==> config.mk <==
export PLATFORM = sky130hd
export DESIGN_NAME = cook_timer
export DESIGN_NICKNAME = d
export VERILOG_FILES = /design/src/rtl/microwave_pkg.sv /design/src/rtl/tick_prescaler.sv /design/src/rtl/cook_timer.sv
export SDC_FILE = /design/constraint.sdc
export NUM_CORES = 1
export LEC_CHECK = 0
export CAP_MARGIN = 15
export CORE_ASPECT_RATIO = 0.9
export CORE_UTILIZATION = 40
export DETAILED_ROUTE_END_ITERATION = 8
export HOLD_SLACK_MARGIN = 0.15
export SLEW_MARGIN = 10
export SYNTH_ARGS = -nofsm -noshare
export SYNTH_HDL_FRONTEND = slang
export SYNTH_SLANG_ARGS = --single-unit
export TNS_END_PERCENT = 100
==> constraint.sdc <==
create_clock -name clk -period 4.5 [get_ports clk]
set_clock_uncertainty 0.15 [all_clocks]
set_input_delay 0.9 -clock clk [delete_from_list [all_inputs] [get_ports clk]]
set_output_delay 0.9 -clock clk [all_outputs]
set_load 0.02 [all_outputs]
==> src/rtl/microwave_pkg.sv <==
// microwave_pkg -- shared FSM encodings, BCD time type and time-edit helpers
// for the cook timer. Every helper keeps the time in BCD digits throughout.
package microwave_pkg;

  localparam int BCD_W     = 4;
  localparam int MAX_MIN   = 99;
  localparam int QUICK_SEC = 30;

  typedef logic [BCD_W-1:0] bcd_digit_t;

  localparam bcd_digit_t DIGIT_MAX      = bcd_digit_t'(9);
  localparam bcd_digit_t SEC_TENS_MAX   = bcd_digit_t'(5);
  localparam bcd_digit_t MAX_MIN_TENS   = bcd_digit_t'(MAX_MIN / 10);
  localparam bcd_digit_t MAX_MIN_ONES   = bcd_digit_t'(MAX_MIN % 10);
  localparam bcd_digit_t QUICK_SEC_TENS = bcd_digit_t'(QUICK_SEC / 10);
  localparam bcd_digit_t QUICK_SEC_ONES = bcd_digit_t'(QUICK_SEC % 10);

  typedef enum logic [1:0] {
    ST_SET   = 2'd0,
    ST_RUN   = 2'd1,
    ST_PAUSE = 2'd2,
    ST_DONE  = 2'd3
  } state_t;

  typedef struct packed {
    bcd_digit_t min_tens;
    bcd_digit_t min_ones;
    bcd_digit_t sec_tens;
    bcd_digit_t sec_ones;
  } bcd_time_t;

  localparam bcd_time_t QUICK_TIME = '{
    min_tens: '0, min_ones: '0, sec_tens: QUICK_SEC_TENS, sec_ones: QUICK_SEC_ONES
  };

  function automatic logic min_at_max(input bcd_time_t t);
    return (t.min_tens == MAX_MIN_TENS) && (t.min_ones == MAX_MIN_ONES);
  endfunction

  // Add one minute, saturating at MAX_MIN; seconds are untouched.
  function automatic bcd_time_t add_minute(input bcd_time_t t);
    bcd_time_t r;
    r = t;
    if (!min_at_max(t)) begin
      if (t.min_ones == DIGIT_MAX) begin
        r.min_ones = '0;
        r.min_tens = t.min_tens + 1'b1;
      end else begin
        r.min_ones = t.min_ones + 1'b1;
      end
    end
    return r;
  endfunction

  // Add ten seconds with carry into minutes; the total pins at 99:59.
  function automatic bcd_time_t add_ten_sec(input bcd_time_t t);
    bcd_time_t r;
    r = t;
    if (t.sec_tens != SEC_TENS_MAX) begin
      r.sec_tens = t.sec_tens + 1'b1;
    end else if (min_at_max(t)) begin
      r.sec_tens = SEC_TENS_MAX;
      r.sec_ones = DIGIT_MAX;
    end else begin
      r          = add_minute(t);
      r.sec_tens = '0;
    end
    return r;
  endfunction

  // Button edits: the minute is applied before the ten seconds.
  function automatic bcd_time_t apply_edits(input bcd_time_t t, input logic add_min,
                                            input logic add_sec);
    bcd_time_t r;
    r = t;
    if (add_min) r = add_minute(r);
    if (add_sec) r = add_ten_sec(r);
    return r;
  endfunction

  // One-second countdown with a pure BCD borrow chain; caller guarantees t != 0.
  function automatic bcd_time_t sub_second(input bcd_time_t t);
    bcd_time_t r;
    r = t;
    if (t.sec_ones != '0) begin
      r.sec_ones = t.sec_ones - 1'b1;
    end else begin
      r.sec_ones = DIGIT_MAX;
      if (t.sec_tens != '0) begin
        r.sec_tens = t.sec_tens - 1'b1;
      end else begin
        r.sec_tens = SEC_TENS_MAX;
        if (t.min_ones != '0) begin
          r.min_ones = t.min_ones - 1'b1;
        end else begin
          r.min_ones = DIGIT_MAX;
          r.min_tens = t.min_tens - 1'b1;
        end
      end
    end
    return r;
  endfunction

endpackage

==> src/rtl/tick_prescaler.sv <==
// tick_prescaler -- divides clk down to a one-cycle tick every CLK_HZ enabled
// cycles. restart zeroes the count; enable low freezes it where it is.
module tick_prescaler #(
  parameter int CLK_HZ = 100000000
) (
  input  logic clk,
  input  logic rst,
  input  logic enable,
  input  logic restart,
  output logic tick
);

  localparam int CNT_W = $clog2(CLK_HZ);
  localparam logic [CNT_W-1:0] LAST = CNT_W'(CLK_HZ - 1);

  logic [CNT_W-1:0] count;

  assign tick = enable && (count == LAST);

  // Count enabled cycles, wrapping on the tick; restart wins over enable.
  always_ff @(posedge clk) begin
    // NOTE: non-blocking (<=) so every flop samples pre-edge values, whatever the block order.
    if (!rst)         count <= '0;
    else if (restart) count <= '0;
    else if (enable)  count <= tick ? '0 : count + 1'b1;
  end

endmodule

==> src/rtl/cook_timer.sv <==
// cook_timer -- microwave countdown timer: SET/RUN/PAUSE/DONE FSM over a BCD
// mm:ss time, decremented once per CLK_HZ cycles while running.
// Optional feature: define COOK_TIMER_QUICKSTART_EN so that start at 00:00
// in SET loads 00:30 and begins cooking on the same edge.
module cook_timer
  import microwave_pkg::*;
#(
  parameter int CLK_HZ = 100000000  // cycles per 1 s tick, must be >= 2
) (
  input  logic       clk,
  input  logic       rst,
  input  logic       start,
  input  logic       btn_min,
  input  logic       btn_sec,
  input  logic       clear,
  output logic [7:0] min_bcd,
  output logic [7:0] sec_bcd,
  output logic       running,
  output logic       timerEnd
);

  state_t    state_q, state_d;
  bcd_time_t time_q, time_d;
  logic      tick;
  logic      pre_enable;
  logic      pre_restart;

  // Count only while cooking; SET/DONE (and any clear) rewind the prescaler so
  // a fresh run gets a full CLK_HZ before its first decrement, while PAUSE keeps it.
  assign pre_enable  = (state_q == ST_RUN) && start && !clear;
  assign pre_restart = (state_q == ST_SET) || (state_q == ST_DONE) || clear;

  tick_prescaler #(.CLK_HZ(CLK_HZ)) u_prescaler (
    .clk     (clk),
    .rst     (rst),
    .enable  (pre_enable),
    .restart (pre_restart),
    .tick    (tick)
  );

  // State, time and status flags; the flags track the state being entered.
  always_ff @(posedge clk) begin
    if (!rst) begin
      state_q  <= ST_SET;
      time_q   <= '0;
      running  <= 1'b0;
      timerEnd <= 1'b0;
    end else begin
      state_q  <= state_d;
      time_q   <= time_d;
      running  <= (state_d == ST_RUN);
      timerEnd <= (state_d == ST_DONE);
    end
  end

  // Next-state decode; clear takes priority over every other input.
  always_comb begin
    // NOTE: every combinational output gets a default first, so no path infers a latch.
    state_d = state_q;
    case (state_q)
      ST_SET: begin
        if (clear) begin
          state_d = ST_SET;
        end else if (start) begin
`ifdef COOK_TIMER_QUICKSTART_EN
          state_d = ST_RUN;
`else
          if (time_q != '0) state_d = ST_RUN;
`endif
        end
      end
      ST_RUN: begin
        if (clear)                                  state_d = ST_SET;
        else if (!start)                            state_d = ST_PAUSE;
        else if (tick && (sub_second(time_q) == '0)) state_d = ST_DONE;
      end
      ST_PAUSE: begin
        if (clear)      state_d = ST_SET;
        else if (start) state_d = ST_RUN;
      end
      ST_DONE: begin
        if (clear || btn_min || btn_sec) state_d = ST_SET;
      end
      default: state_d = ST_SET;
    endcase
  end

  // Time update: edits in SET (or leaving DONE), countdown in RUN, clear zeroes.
  always_comb begin
    time_d = time_q;
    case (state_q)
      ST_SET: begin
        if (clear) begin
          time_d = '0;
        end else begin
          time_d = apply_edits(time_q, btn_min, btn_sec);
`ifdef COOK_TIMER_QUICKSTART_EN
          if (start && (time_q == '0)) time_d = QUICK_TIME;
`endif
        end
      end
      ST_RUN: begin
        if (clear)     time_d = '0;
        else if (tick) time_d = sub_second(time_q);
      end
      ST_PAUSE: begin
        if (clear) time_d = '0;
      end
      ST_DONE: begin
        if (clear)                   time_d = '0;
        else if (btn_min || btn_sec) time_d = apply_edits('0, btn_min, btn_sec);
      end
      default: time_d = '0;
    endcase
  end

  assign min_bcd = {time_q.min_tens, time_q.min_ones};
  assign sec_bcd = {time_q.sec_tens, time_q.sec_ones};

endmodule
## After elaboration in Yosys (flattened, before gate mapping)

Index checks and enable logic that the tools add are counted.

| storage, ports and cells | value |
|---|---|
| word-level logic and storage cells | 116 |
| bits in registers | 47 |
| output and inout port bits | 18 |
| input bits | 6 |

| operators by class | value |
|---|---|
| $add $sub $neg | 13 |
| multiplexer cells | 56 |
| reductions and logical operators | 21 |
| equality and inequality tests | 17 |
| bitwise operators | 1 |

Operators by type and width:

| operator | number |
|---|---|
| 16-bit 2-to-1 mux | 14 |
| 4-bit 2-to-1 mux | 17 |
| 16-bit case mux with 4 select lines | 1 |
| 12-bit 2-to-1 mux | 4 |
| 8-bit 2-to-1 mux | 6 |
| 4-bit by 1-bit adder with 4-bit output, second input constant | 8 |
| 27-bit by 1-bit adder with 27-bit output, second input constant | 1 |
| 27-bit equality test, second input constant | 1 |
| 27-bit 2-to-1 mux | 1 |
| 4-bit equality test, second input constant | 6 |
| 2-bit 2-to-1 mux | 9 |
| 16-bit logical NOT | 1 |
| 16-bit nonzero test | 1 |
| 4-bit by 1-bit subtractor with 4-bit output, second input constant | 4 |
| 7-bit 2-to-1 mux | 2 |
| 4-bit nonzero test | 3 |
| 9-bit 2-to-1 mux | 1 |
| 4-bit by 3-bit inequality test with 1-bit output, second input constant | 2 |
| 2-bit case mux with 4 select lines | 1 |
| 1-bit logical AND | 7 |
| 2-bit equality test, second input constant | 3 |
| 1-bit logical OR | 5 |
| 2-bit by 1-bit equality test with 1-bit output, second input constant | 2 |
| 3-bit by 2-bit inequality test with 1-bit output, second input constant | 1 |
| other kinds (7) | 7 |

## Logic depth before layout (Yosys ltp)

Gate-level depths: netlist of run 1.

| logic depth | value |
|---|---|
| depth after elaboration | 14 |
| gate-level depth with buffers | 12 |
| depth with buffers taken out | 12 |

## Hierarchy

From an unflattened synthesis of run 1, not the netlist that was laid out.

| unflattened totals | value |
|---|---|
| cell total of the unflattened synthesis | 471 |
| area total of the unflattened synthesis | 3799.9 µm² |

By module, submodules not included:

| module | seq. area each (µm²) | cells each | area an instance (µm²) | instances |
|---|---|---|---|---|
| cook_timer | 400.4 | 315 | 2366.0 | 1 |
| tick_prescaler | 540.5 | 156 | 1433.9 | 1 |

## Worst setup path before layout of run 1

Ideal clock, no wire load.

| timing path | value |
|---|---|
| path type | reg2reg |
| start | register time_q (netlist bit min_bcd[1]) |
| end | register time_q (netlist bit sec_bcd[0]) |
| path buffers | 0 |
| setup slack | 1.325 ns |
| data arrival time | 2.934 ns |
| required time | 4.259 ns |
| library setup time | 0.091 ns |
| period minus slack after synthesis | 3.175 ns |
| cell stages (with the launch flop) | 12 |
| cell sequence | dfxtp_1 -> inv_1 -> ha_1 -> and4b_1 -> nand2_1 -> mux2i_1 -> ha_1 -> inv_1 -> a2111o_1 -> o31ai_4 -> a21oi_1 -> a311oi_1 |

| between the ends | value |
|---|---|
| cells in the longest elaborated chain, start to end | 13 |
| elaborated cells between the ends (all ways) | 17 |
| those cells by class | 1 x add/sub; 3 x eq/ne; 11 x mux; 2 x reduce/logical |

RTL lines:

| what | RTL line | text |
|---|---|---|
| from (decl) | cook_timer.sv:23 | `bcd_time_t time_q, time_d;` |
| from (signal assigned) | cook_timer.sv:50 | `time_q <= time_d;` |
| 4-bit by 1-bit adder with 4-bit output / 4-bit equality test (equally long branches) | microwave_pkg.sv:49, microwave_pkg.sv:37, microwave_pkg.sv:45 |  |
| 4-bit 2-to-1 mux / 1-bit logical AND (equally long branches) | microwave_pkg.sv:45, microwave_pkg.sv:37 |  |
| 8-bit 2-to-1 mux | microwave_pkg.sv:44 | `if (!min_at_max(t)) begin` |
| 16-bit 2-to-1 mux (*) | microwave_pkg.sv:76 | `if (add_min) r = add_minute(r);` |
| 16-bit 2-to-1 mux (*) | cook_timer.sv:93 | `if (clear) begin` |
| 16-bit 2-to-1 mux (*) | cook_timer.sv:91 | `case (state_q)` |
| 4-bit equality test | microwave_pkg.sv:37 | `return (t.min_tens == MAX_MIN_TENS) && (t.min_ones == MAX_MIN_ONES);` |
| 1-bit logical AND (*) | microwave_pkg.sv:37 |  |
| 7-bit 2-to-1 mux (*) | microwave_pkg.sv:61 | `end else if (min_at_max(t)) begin` |
| 4-bit 2-to-1 mux (*) | microwave_pkg.sv:59 | `if (t.sec_tens != SEC_TENS_MAX) begin` |
| 16-bit 2-to-1 mux (*) | microwave_pkg.sv:77 | `if (add_sec) r = add_ten_sec(r);` |
| 16-bit 2-to-1 mux (*) | cook_timer.sv:93 |  |
| 16-bit case mux with 4 select lines (*) | cook_timer.sv:91 |  |

Every way passes the cells marked *; elsewhere a longest branch is shown, timed or not. The select of a mux whose other input is x is not followed.
A chain may end at the register's enable or synchronous reset.

## Worst setup path after layout of run 1

| timing path | value |
|---|---|
| start | input btn_min |
| end | register time_q (netlist bit sec_bcd[0]) |

| between the ends | value |
|---|---|
| cells in the longest elaborated chain, start to end | 12 |
| elaborated cells between the ends (all ways) | 25 |
| those cells by class | 4 x eq/ne; 17 x mux; 4 x reduce/logical |

RTL lines:

| what | RTL line | text |
|---|---|---|
| from (decl) | cook_timer.sv:13 | `input logic btn_min,` |
| 9-bit 2-to-1 mux | microwave_pkg.sv:76 |  |
| 16-bit 2-to-1 mux | cook_timer.sv:111 | `else if (btn_min \|\| btn_sec) time_d = apply_edits('0, btn_min, btn_sec);` |
| 16-bit 2-to-1 mux | cook_timer.sv:110 | `if (clear) time_d = '0;` |
| 16-bit 2-to-1 mux | cook_timer.sv:91 |  |
| 4-bit equality test | microwave_pkg.sv:37 |  |
| 1-bit logical AND | microwave_pkg.sv:37 |  |
| 7-bit 2-to-1 mux | microwave_pkg.sv:61 |  |
| 4-bit 2-to-1 mux | microwave_pkg.sv:59 |  |
| 16-bit 2-to-1 mux | microwave_pkg.sv:77 |  |
| 16-bit 2-to-1 mux | cook_timer.sv:111 |  |
| 16-bit 2-to-1 mux | cook_timer.sv:110 |  |
| 16-bit case mux with 4 select lines | cook_timer.sv:91 |  |

Parallel ways exist; a longest one is shown, timed or not. The select of a mux whose other input is x is not followed.

==> results of run 1 <==
-- placed cells by master (no fill, tap or decap), types with 4 or more instances in the layout --
master,instances
sky130_fd_sc_hd__or3_1,6
sky130_fd_sc_hd__nor3b_1,9
sky130_fd_sc_hd__o21ai_0,14
sky130_fd_sc_hd__a211oi_1,7
sky130_fd_sc_hd__nand2_1,34
sky130_fd_sc_hd__a31oi_1,5
sky130_fd_sc_hd__a311oi_1,5
sky130_fd_sc_hd__clkbuf_8,5
sky130_fd_sc_hd__xnor2_1,8
sky130_fd_sc_hd__o211ai_1,4
sky130_fd_sc_hd__nand4_1,13
sky130_fd_sc_hd__buf_4,6
sky130_fd_sc_hd__and3_1,11
sky130_fd_sc_hd__nor2_1,47
sky130_fd_sc_hd__and2_1,4
sky130_fd_sc_hd__a21oi_1,23
sky130_fd_sc_hd__nand2b_1,5
sky130_fd_sc_hd__a2111oi_0,4
sky130_fd_sc_hd__nand4b_1,5
sky130_fd_sc_hd__nand3_1,20
sky130_fd_sc_hd__mux2i_1,5
sky130_fd_sc_hd__nor3_1,11
sky130_fd_sc_hd__ha_1,23
sky130_fd_sc_hd__and4b_1,5
sky130_fd_sc_hd__dfxtp_1,47
sky130_fd_sc_hd__xor2_1,18
sky130_fd_sc_hd__clkdlybuf4s50_1,23
sky130_fd_sc_hd__inv_1,22
-- worst max-delay path, stage by stage --
cell	delay, ns
sky130_fd_sc_hd__clkdlybuf4s50_1	0.47
sky130_fd_sc_hd__and4b_1	0.30
sky130_fd_sc_hd__nand2_1	0.15
sky130_fd_sc_hd__mux2i_1	0.28
sky130_fd_sc_hd__ha_1	0.22
sky130_fd_sc_hd__inv_1	0.04
sky130_fd_sc_hd__a2111o_1	0.53
sky130_fd_sc_hd__o31ai_4	0.43
sky130_fd_sc_hd__a21oi_1	0.12
sky130_fd_sc_hd__a311oi_1	0.25
-- logic make-up (layout without fill, tap and decap cells) --
group | after synthesis | in the layout | share of synthesized area [%]
muxes | 5 | 5 | 1.41
and+or+nand+nor | 191 | 191 | 29.2
adders and majority gates | 23 | 23 | 8.08
DFF | 47 | 47 | 26.4
xor gates and xnor gates | 26 | 26 | 6.39
AOI/OAI and AO/OA | 113 | 113 | 23.9
buffers and inverters | 40 | 59 | 4.60
-- where the power goes --
part | total (uW) | internal (uW) | leakage, uW | switching (uW)
clock | 319 | 166 | 0.0000581 | 153
combinational | 137 | 54.8 | 0.000979 | 82.4
sequential | 431 | 420 | 0.000379 | 10.8
total | 887 | 641 | 0.00142 | 247
-- registers in the layout, indices dropped and copies added, names as in the netlist --
signal	flops
sec_bcd	8
running	1
timerEnd	1
min_bcd	8
state_q	2
u_prescaler.count	27
-- metal layers --
layer / part of all wire [%] / vias up / track usage, %
met5: 0 / - / 0
met3: 4.6 / 9 / 3.54
met2: 43 / 78 / 31.1
li1: - / 1693 / -
met4: 1.0 / 0 / 4.95
met1: 51 / 1608 / 31.7
-- stage by stage --
| stage | std cells | utilization (%) | hold WS [ns] | total power (uW) |
|---|---|---|---|---|
| floorplan | 445 | - | 0.299 | 533 |
| global placement | 575 | 45.3 | 0.311 | 575 |
| detailed placement | 575 | 45.3 | 0.319 | 576 |
| CTS | 583 | 46.7 | 0.331 | 893 |
| global route | 583 | 46.7 | 0.355 | 926 |
| finish | 583 | 46.7 | 0.332 | 887 |
-- worst paths after layout --
path / depth (start not counted) / slack (ns) / start / to
setup / recovery: 10 / 0.86 / btn_min / sec_bcd[0]
setup reg to reg: 11 / 0.95 / min_bcd[1] / sec_bcd[0]
hold / removal: 2 / 0.33 / u_prescaler.count[1] / u_prescaler.count[1]
hold reg to reg: 2 / 0.33 / u_prescaler.count[1] / u_prescaler.count[1]
-- final cells by class --
cell class | instances | area, um^2
clock buffers | 5 | 68.8
clock inverters | 3 | 43.8
flip-flops and latches | 47 | 941
repair buffers | 29 | 275
fillers | 877 | 4590
well taps | 119 | 149
multi-input cells | 358 | 2460
inverters | 22 | 82.6
==> qor.csv, run 1 <==
stage,metric,value,unit
critical_path,element_type_at_the_critical_path_start,input port,
cts,postCtsHoldBufs,0,
timing,grt_setup_unrepaired,no,
timing,worstMarginPinSlew,0.923,ns
synth,synth.yosys.seq_area_share,26.4,%
synth,post_synth_edffs,0,
timing,post-route-period-util,81.0,%
floorplanning,num_io_pins,24,
global_routing,grt_pass1_wl,15.7,mm
drt,drt_first_iter_violations,164,
timing,setup_viol,0,
power_and_ir_drop,power_per_cell_area,221,mW/mm^2
floorplanning,core-area,0.00861,mm^2
layout,final_net_count,492,
place,placed_wire_length_estimate,6.92,mm
timing,drv_slew,0,
synth,share_of_async_settable_or_async_resettable_flops_after_synthesis,0,%
timing,maxClockFrequency,274,MHz
cts,cts_repair_resize_count,0,
power_and_ir_drop,power.static_leakage,0.00142,uW
drt,wl_per_instance,15.8,um
timing,timing_hold_violations_final,0,
outcome,outcome,finished clean,
global_routing,grt_use_total,21.2,%
drt,vias,3388,
drt,route.detailed.drc,0,
critical_path,end_kind,flip-flop,
floorplanning,fp-row-count,32,
power_and_ir_drop,vdd_ir_drop_max,0.166,mV
drt,postRouteAntennaNets,0,
floorplanning,design.die.area,0.00928,mm^2
global_routing,grt.overflow.total,0,
critical_path,critPathRequiredTime,4.56,ns
drt,route.detailed.vias_per_inst,5.81,
critical_path,worst-endpoint-arrival,3.71,ns
critical_path,worst-setup-path-type,input port to flip-flop,
synth,synth_top_area_cell,sky130_fd_sc_hd__dfxtp_1,
place,placed_cell_areas,0.00390,mm^2
global_routing,maximum_number_of_pins_on_one_net_before_global_route_repair,24,
place,dp_worst_setup_slack,0.555,ns
floorplanning,dieHeight,91.5,um
cts,cts_tree,yes,
timing,timing.final.ws_setup,0.855,ns
timing,slew-limit-headroom,36.9,%
cts,clock_sinks,47,
cts,postCtsSetupBuffers,0,
critical_path,crit_path_max_fanout,8,
layout,layout-area-overhead-vs-synth,12.8,%
synth,synth.top_cells.by_area,"sky130_fd_sc_hd__dfxtp_1, sky130_fd_sc_hd__ha_1, sky130_fd_sc_hd__nor2_1, sky130_fd_sc_hd__xor2_1, sky130_fd_sc_hd__nand2_1",
timing,time_the_worst_path_needs_with_i_o_delays_and_setup,3.64,ns
synth,synth_top_area_share,26.4,%
synth,yosysWarnings,0,
synth,number_of_instances_in_the_synthesized_netlist,445,
synth,synth_seq_cells,47,
place,port_buffers,23,
cts,clock-root-buffer,sky130_fd_sc_hd__clkbuf_8,
synth,synth_fp_nets,474,
drt,totalWireLength,9.20,mm
cts,cts_htree_levels,2,
drt,first_pass_iters,5,
layout,antenna-diode-count,0,
synth,synth_cell_types,76,
cts,cts_buffers,5,
flow_run,maxCapViolCount,0,
global_routing,antenna_found_initial,0,
floorplanning,floorplan.die.width,101,um
timing,totalNegativeSetupSlack,0,ns
layout,stdcell_area,0.00402,mm^2
synth,avgSynthCellArea,8.00,um^2
synth,syn-cell-area,0.00356,mm^2
global_routing,grt_pass1_vias,3141,
synth,synth_commonest_cells,"sky130_fd_sc_hd__dfxtp_1, sky130_fd_sc_hd__nor2_1, sky130_fd_sc_hd__nand2_1",
cts,clock_tree.buffer_depth,2,
synth,yosys_most_used_dff,sky130_fd_sc_hd__dfxtp_1,
cts,clkTransAtPathRegs,0.09,ns
layout,share_of_post_route_cells_with_drive_strength_above_1,6.25,%
place,gp_congestion,0.819,
hold_path,min_path_type,flip-flop to flip-flop,
cts,insertion_delay,0.31,ns
floorplanning,initial_core_util,41.4,%
No activity file was read; power rests on OpenSTA's default activity.
==> run 2, diff against run 1 <==
Clock period 4.5 ns to 3 ns, I/O delays scaled along.
==> qor.csv, run 2 (synthesis gave the netlist of run 1 again) <==
stage,metric,value,unit,change
cts,insertion_delay,0.31,ns,about the same
critical_path,setup.worst_path.start,min_bcd[4],,
power_and_ir_drop,vdd_ir_drop_max,0.163,mV,-2.1%
timing,worstMarginPinSlew,0.586,ns,-0.337 ns
cts,cts_htree_levels,2,,unchanged
layout,top_register,u_prescaler.count,,
global_routing,grt_pass1_vias,3347,,+6.6%
timing,time_the_worst_path_needs_with_i_o_delays_and_setup,2.85,ns,
layout,share_of_post_route_cells_with_drive_strength_above_1,19.2,%,+13 points
floorplanning,num_io_pins,24,,unchanged
cts,cts_buffers,5,,unchanged
cts,cts_tree,yes,,
drt,totalWireLength,9.76,mm,+6.1%
global_routing,maximum_number_of_pins_on_one_net_before_global_route_repair,24,,unchanged
timing,post-route-period-util,95.1,%,
drt,wl_per_instance,15.2,um,-3.4%
floorplanning,design.die.area,0.00928,mm^2,unchanged
layout,post-route-util,52.8,%,+6.1 points
place,port_buffers,23,,unchanged
place,placed_wire_length_estimate,7.51,mm,+8.6%
critical_path,worst-setup-path-type,flip-flop to flip-flop,,
cts,clock_tree.buffer_depth,2,,unchanged
drt,vias,3603,,+6.3%
outcome,outcome,finished clean,,
floorplanning,initial_core_util,41.4,%,unchanged
drt,drt_first_iter_violations,217,,+32%
drt,route.detailed.vias_per_inst,5.63,,-3.1%
timing,slew-limit-headroom,60.9,%,+24 points
timing,totalNegativeSetupSlack,0,ns,unchanged
critical_path,worst_r2r_startpoint,min_bcd[4],,
place,gp_congestion,0.904,,+10%
global_routing,grt_use_total,22.0,%,+0.85 points
cts,clock_sinks,47,,unchanged
critical_path,critPathRequiredTime,3.08,ns,-1.48 ns
global_routing,antenna_found_initial,0,,unchanged
timing,setup_viol,0,,unchanged
floorplanning,floorplan.die.width,101,um,unchanged
critical_path,end_kind,flip-flop,,
drt,postRouteAntennaNets,0,,unchanged
timing,timing_hold_violations_final,0,,unchanged
power_and_ir_drop,power_per_cell_area,311,mW/mm^2,+41%
cts,postCtsHoldBufs,0,,unchanged
critical_path,crit_path_max_fanout,7,,-1
cts,clock-root-buffer,sky130_fd_sc_hd__clkbuf_8,,
layout,layout.cells.most_common_list,"sky130_fd_sc_hd__buf_4, sky130_fd_sc_hd__nor2_1, sky130_fd_sc_hd__dfxtp_1",,
flow_run,maxCapViolCount,0,,unchanged
floorplanning,core-area,0.00861,mm^2,unchanged
critical_path,regToRegSetupSlack,0.15,ns,-0.80 ns
power_and_ir_drop,power.static_leakage,0.00173,uW,+22%
critical_path,timing.reg2reg.worst_path_depth,11,,unchanged
critical_path,worst-endpoint-arrival,2.93,ns,-0.78 ns
global_routing,grt.overflow.total,0,,unchanged
critical_path,element_type_at_the_critical_path_start,flip-flop,,
drt,first_pass_iters,5,,unchanged
floorplanning,dieHeight,91.5,um,unchanged
timing,maxClockFrequency,351,MHz,
floorplanning,fp-row-count,32,,unchanged
critical_path,rr_endpoint,sec_bcd[0],,
layout,final_net_count,549,,+12%
critical_path,endpoint,sec_bcd[0],,
timing,drv_slew,0,,unchanged
drt,route.detailed.drc,0,,unchanged
layout,layout-area-overhead-vs-synth,27.5,%,
global_routing,grt_pass1_wl,16.3,mm,+3.9%
cts,clkTransAtPathRegs,0.10,ns,about the same
layout,largest_reg_flops,27,,unchanged
layout,layout.cells.most_common,sky130_fd_sc_hd__buf_4,,
hold_path,min_path_type,flip-flop to flip-flop,,
layout,antenna-diode-count,0,,unchanged
==> run 2: where the power goes <==
| part | switching (uW) | internal (uW) |
|---|---|---|
| combinational | 142 | 114 |
| clock | 243 | 275 |
| sequential | 9.48 | 630 |
| total | 395 | 1020 |
==> run 2: cell type report <==
type	count	area [um^2]
inverters	22	82.6
repair buffers	86	738
clock inverters	2	38.8
well taps	119	149
multi-input cells	358	2500
fillers	828	4070
flip-flops and latches	47	947
clock buffers	6	82.6
==> run 2: metal layers <==
metal / global-route usage, % / wire, um / vias to the layer above
met2: 33.5 / 4310 / 78
met1: 32.6 / 5020 / 1719
met5: 0 / 0 / -
li1: - / - / 1802
met4: 4.95 / 53 / 0
met3: 2.85 / 382 / 4
==> run 2: worst max-delay path, cell delays in order (launching register included) <==
cell and delay, ns:
sky130_fd_sc_hd__dfxtp_2 0.35, sky130_fd_sc_hd__buf_4 0.16, sky130_fd_sc_hd__inv_1 0.12, sky130_fd_sc_hd__ha_2 0.34, sky130_fd_sc_hd__mux2i_2 0.21, sky130_fd_sc_hd__ha_2 0.21
sky130_fd_sc_hd__inv_1 0.04, sky130_fd_sc_hd__a2111o_1 0.53, sky130_fd_sc_hd__o31ai_4 0.28, sky130_fd_sc_hd__buf_4 0.16, sky130_fd_sc_hd__a21oi_1 0.06, sky130_fd_sc_hd__a311oi_1 0.18
==> run 2: timing repair <==
action	in CTS	in global routing
setup endpoints to repair	4	14
pin swaps	2	6
buffers inserted	3	0
resized for setup	2	16
==> run 2: how the worst min path moves through the flow <==
stage / from / endpoint / slack, ns / cells after the start
after floorplan: u_prescaler.count[1] / u_prescaler.count[1] / 0.30 / 2
after global placement: u_prescaler.count[1] / u_prescaler.count[1] / 0.31 / 2
after detailed placement: u_prescaler.count[1] / u_prescaler.count[1] / 0.33 / 2
after CTS: u_prescaler.count[1] / u_prescaler.count[1] / 0.34 / 2
after global routing: u_prescaler.count[1] / u_prescaler.count[1] / 0.36 / 2
final: u_prescaler.count[1] / u_prescaler.count[1] / 0.34 / 2
==> run 2: metrics by stage <==
stage	setup slack [ns]	instance area (um^2)	hold WS [ns]	power [uW]	std cells
floorplan	0.0212	3560	0.299	800	445
global placement	-0.297	4340	0.310	897	629
detailed placement	-0.406	4340	0.327	900	629
CTS	0.00403	4490	0.341	1410	640
global route	-0.0122	4540	0.362	1470	640
finish	0.148	4540	0.341	1410	640
==> run 3, diff against run 2 <==
Settings changed: SYNTH_HIERARCHICAL set to 1.
==> qor.csv, run 3 <==
stage,metric,value,unit,change
drt,drt_first_iter_violations,223,,+2.8%
drt,vias,3973,,+10%
cts,insertion_delay,0.32,ns,about the same
layout,stdcell_area,0.00481,mm^2,+6.0%
synth,synth_commonest_cells,"sky130_fd_sc_hd__dfxtp_1, sky130_fd_sc_hd__nor2_1, sky130_fd_sc_hd__nand2_1",,
timing,post-route-period-util,96.3,%,+1.2 points
global_routing,maximum_number_of_pins_on_one_net_before_global_route_repair,24,,unchanged
floorplanning,num_io_pins,24,,unchanged
critical_path,timing.critical_path.mode_cell,sky130_fd_sc_hd__nand3_2,,
flow_run,maxCapViolCount,0,,unchanged
critical_path,regToRegSetupSlack,0.11,ns,-0.04 ns
power_and_ir_drop,power_per_cell_area,325,mW/mm^2,+4.4%
layout,final_cell_count_no_fill,665,,+3.9%
layout,share_of_post_route_cells_with_drive_strength_above_1,25.0,%,+5.9 points
power_and_ir_drop,p_int,1060,uW,+4.4%
layout,layout.cells.most_common_list,"sky130_fd_sc_hd__buf_4, sky130_fd_sc_hd__dfxtp_1, sky130_fd_sc_hd__nor2_1",,
critical_path,family_of_cells_with_the_greatest_summed_delay_on_the_critical_path,simple AND/OR/NAND/NOR gates,,
critical_path,timing.reg2reg.worst_path_depth,9,,-2
critical_path,crit_path_max_fanout,7,,unchanged
timing,time_the_worst_path_needs_with_i_o_delays_and_setup,2.89,ns,+0.0362 ns
place,placed_cell_areas,0.00448,mm^2,+3.2%
global_routing,grt_use_total,22.6,%,+0.62 points
critical_path,worst_r2r_startpoint,min_bcd[0],,
drt,postRouteAntennaNets,0,,unchanged
synth,synth_top_area_share,24.8,%,-1.7 points
timing,setup_viol,0,,unchanged
timing,worstMarginPinSlew,0.475,ns,-0.111 ns
synth,synth_seq_cells,47,,unchanged
critical_path,critical_path_cell_with_the_highest_stage_delay,sky130_fd_sc_hd__or3b_2,,
layout,top_register,u_prescaler/count,,
layout,antenna-diode-count,0,,unchanged
hold_path,min_path_type,flip-flop to flip-flop,,
critical_path,rr_endpoint,state_q[1],,
synth,synth_fa_ha_area_share,7.24,%,-0.84 points
synth,synth_top_area_cell,sky130_fd_sc_hd__dfxtp_1,,
global_routing,grt_pass1_vias,3647,,+9.0%
cts,clock_tree.buffer_depth,2,,unchanged
synth,synth_fp_nets,499,,+5.3%
power_and_ir_drop,vdd_ir_drop_max,0.199,mV,+22%
synth,synth_compound_area_share,23.5,%,-0.39 points
place,placed_wire_length_estimate,7.92,mm,+5.4%
power_and_ir_drop,power.static_leakage,0.00175,uW,+1.3%
drt,first_pass_iters,5,,unchanged
cts,cts_tree,yes,,
timing,timing_hold_violations_final,0,,unchanged
layout,layout-area-overhead-vs-synth,26.6,%,
floorplanning,dieHeight,94.5,um,+3.2%
critical_path,path_cells,inv_1 > ha_4 > or3b_2 > nor3_4 > nand3_2 > a2111oi_4 > nand3_2 > a21oi_2 > and2_1,,
cts,clock-root-buffer,sky130_fd_sc_hd__clkbuf_8,,
synth,yosys.area_share.xor_xnor,3.69,%,-2.7 points
synth,synth_cell_types,73,,-3.9%
critical_path,worst-setup-path-type,flip-flop to flip-flop,,
floorplanning,initial_core_util,41.5,%,+0.089 points
power_and_ir_drop,total_switching_power,501,uW,+27%
power_and_ir_drop,power,1560,uW,+11%
timing,slew-limit-headroom,68.1,%,+7.2 points
cts,clock_sinks,47,,unchanged
critical_path,cp_num_buf_inv,1,,-3
cts,clkTransAtPathRegs,0.11,ns,about the same
timing,maxClockFrequency,346,MHz,-1.3%
synth,synth.most_common_cell,sky130_fd_sc_hd__dfxtp_1,,
cts,cts_buffers,5,,unchanged
power_and_ir_drop,power.share.clock,32.9,%,-3.7 points
critical_path,worst-endpoint-arrival,2.99,ns,+0.06 ns
hold_path,whs_path_depth,2,,unchanged
power_and_ir_drop,switching_power_share_of_the_total,32.0,%,+4.1 points
place,port_buffers,23,,unchanged
synth,post_synth_edffs,0,,unchanged
synth,synth.yosys.seq_area_share,24.8,%,-1.7 points
critical_path,slowest_delay,0.50,ns,-0.03 ns
global_routing,grt_pass1_wl,18.1,mm,+11%
hold_path,terminating_pin_of_the_worst_hold_path,u_prescaler/count[22],,
timing,drv_slew,0,,unchanged
power_and_ir_drop,p_comb_share,25.5,%,+7.4 points
critical_path,element_type_at_the_critical_path_start,flip-flop,,
power_and_ir_drop,pwr-share-seq,41.5,%,-3.7 points
place,dpl.cell_count,645,,+2.5%
synth,avgSynthCellArea,8.07,um^2,+0.82%
synth,synth.mux.area_fraction,2.11,%,+0.70 points
place,gp_congestion,0.900,,-0.46%
outcome,outcome,finished clean,,
cts,cts_htree_levels,2,,unchanged
synth,number_of_instances_in_the_synthesized_netlist,471,,+5.8%
synth,syn-cell-area,0.00380,mm^2,+6.7%
floorplanning,floorplan.die.width,105,um,+3.2%
drt,route.detailed.vias_per_inst,5.97,,+6.1%
synth,synthSimpleGateAreaFrac,32.0,%,+2.8 points
critical_path,critPathRequiredTime,3.10,ns,+0.02 ns
drt,wl_per_instance,16.5,um,+8.4%
critical_path,critical_path_depth,9,,-2
drt,totalWireLength,11.0,mm,+13%
floorplanning,design.die.area,0.00989,mm^2,+6.6%
global_routing,antenna_found_initial,0,,unchanged
synth,yosys_most_used_dff,sky130_fd_sc_hd__dfxtp_1,,
floorplanning,fp-row-count,33,,+3.1%
global_routing,grt.overflow.total,0,,unchanged
synth,synth.top_cells.by_area,"sky130_fd_sc_hd__dfxtp_1, sky130_fd_sc_hd__ha_1, sky130_fd_sc_hd__nor2_1, sky130_fd_sc_hd__a21oi_1, sky130_fd_sc_hd__nand2_1",,
layout,layout.cells.most_common,sky130_fd_sc_hd__buf_4,,
hold_path,timing.hold.worst.start,u_prescaler/count[22],,
synth,yosysWarnings,6,,+6
synth,dominant_combinational_cell_family_by_area_after_synthesis,simple AND/OR/NAND/NOR gates,,
floorplanning,core-area,0.00917,mm^2,+6.5%
synth,share_of_async_settable_or_async_resettable_flops_after_synthesis,0,%,unchanged
drt,route.detailed.drc,0,,unchanged
layout,largest_reg_flops,27,,unchanged
critical_path,end_kind,flip-flop,,
layout,final_net_count,570,,+3.8%
[run 3: cell types whose count changed in the layout (fill, tap and decap cells not counted), sizes merged, moves of 5 or more]
cell	change
or4	+14
and4b	-5
and3	-6
a21oi	+7
o31ai	+8
xor2	-6
o21ai	+5
[run 3: worst max path at each step]
stage,from,endpoint,slack [ns]
3_5_place_dp,btn_min,sec_bcd[3],-0.40
5_1_grt,min_bcd[1],sec_bcd[0],-0.04
6_report,min_bcd[0],state_q[1],0.11
3_3_place_gp,start,running,-0.31
2_1_floorplan,clear,sec_bcd[1],-0.05
4_1_cts,btn_min,sec_bcd[1],0.007
[run 3: timing repair]
action / in CTS / in global routing
setup endpoints to repair: 5 / 16
cloned: 0 / 1
hold buffers: 0 / 0
gates resized for setup: 6 / 34
pin swaps: 4 / 17
setup buffers: 1 / 10
[run 3: worst register-to-register path, stage by stage, from the launching register on]
cell	delay, ns
sky130_fd_sc_hd__dfxtp_2	0.37
sky130_fd_sc_hd__inv_1	0.17
sky130_fd_sc_hd__ha_4	0.20
sky130_fd_sc_hd__or3b_2	0.50
sky130_fd_sc_hd__nor3_4	0.34
sky130_fd_sc_hd__nand3_2	0.17
sky130_fd_sc_hd__a2111oi_4	0.40
sky130_fd_sc_hd__nand3_2	0.20
sky130_fd_sc_hd__a21oi_2	0.19
sky130_fd_sc_hd__and2_1	0.14
[run 3: logic make-up after synthesis]
kind of cell	count (synthesis)
XOR/XNOR	16
AO/OA/AOI/OAI	124
AND/OR/NAND/NOR	204
adder cells (fa/ha/maj)	22
multiplexers	8
flip-flops	47
buffers and inverters	50
[run 3: area by class of cell]
| type | count | area, um^2 |
|---|---|---|
| clock inverters | 3 | 46.3 |
| clock buffers | 5 | 68.8 |
| repair buffers | 90 | 767 |
| flip-flops and latches | 47 | 946 |
| inverters | 24 | 90.1 |
| multi-input cells | 374 | 2740 |
| well taps | 122 | 153 |
| fillers | 869 | 4350 |
[run 3: power by group through the flow]
stage | Clock, uW | Combinational, uW | Sequential (uW)
finish | 515 | 400 | 650
global route | 545 | 437 | 652
CTS | 525 | 368 | 648
detailed placement | 0 | 363 | 662
global placement | 0 | 360 | 661
floorplan | 0 | 227 | 671
[run 3: metrics by stage]
step           setup slack, ns  hold WS (ns)  setup TNS, ns  utilization (%)
2_1_floorplan          -0.0533         0.296        -0.0533                -
3_3_place_gp            -0.313         0.307          -3.58             48.8
3_5_place_dp            -0.397         0.332          -4.69             48.8
4_1_cts                0.00718         0.347              0             50.4
5_1_grt                -0.0432         0.378         -0.135             52.5
6_report                 0.112         0.342              0             52.5
[run 3: metal layers]
layer  routed length (um)  GRT usage (%)  up-vias
met4                  175           6.46        0
met1                 5130           30.6     1898
met3                  620           4.14       21
met5                    0              0        -
li1                     -              -     1907
met2                 5060           36.9      147
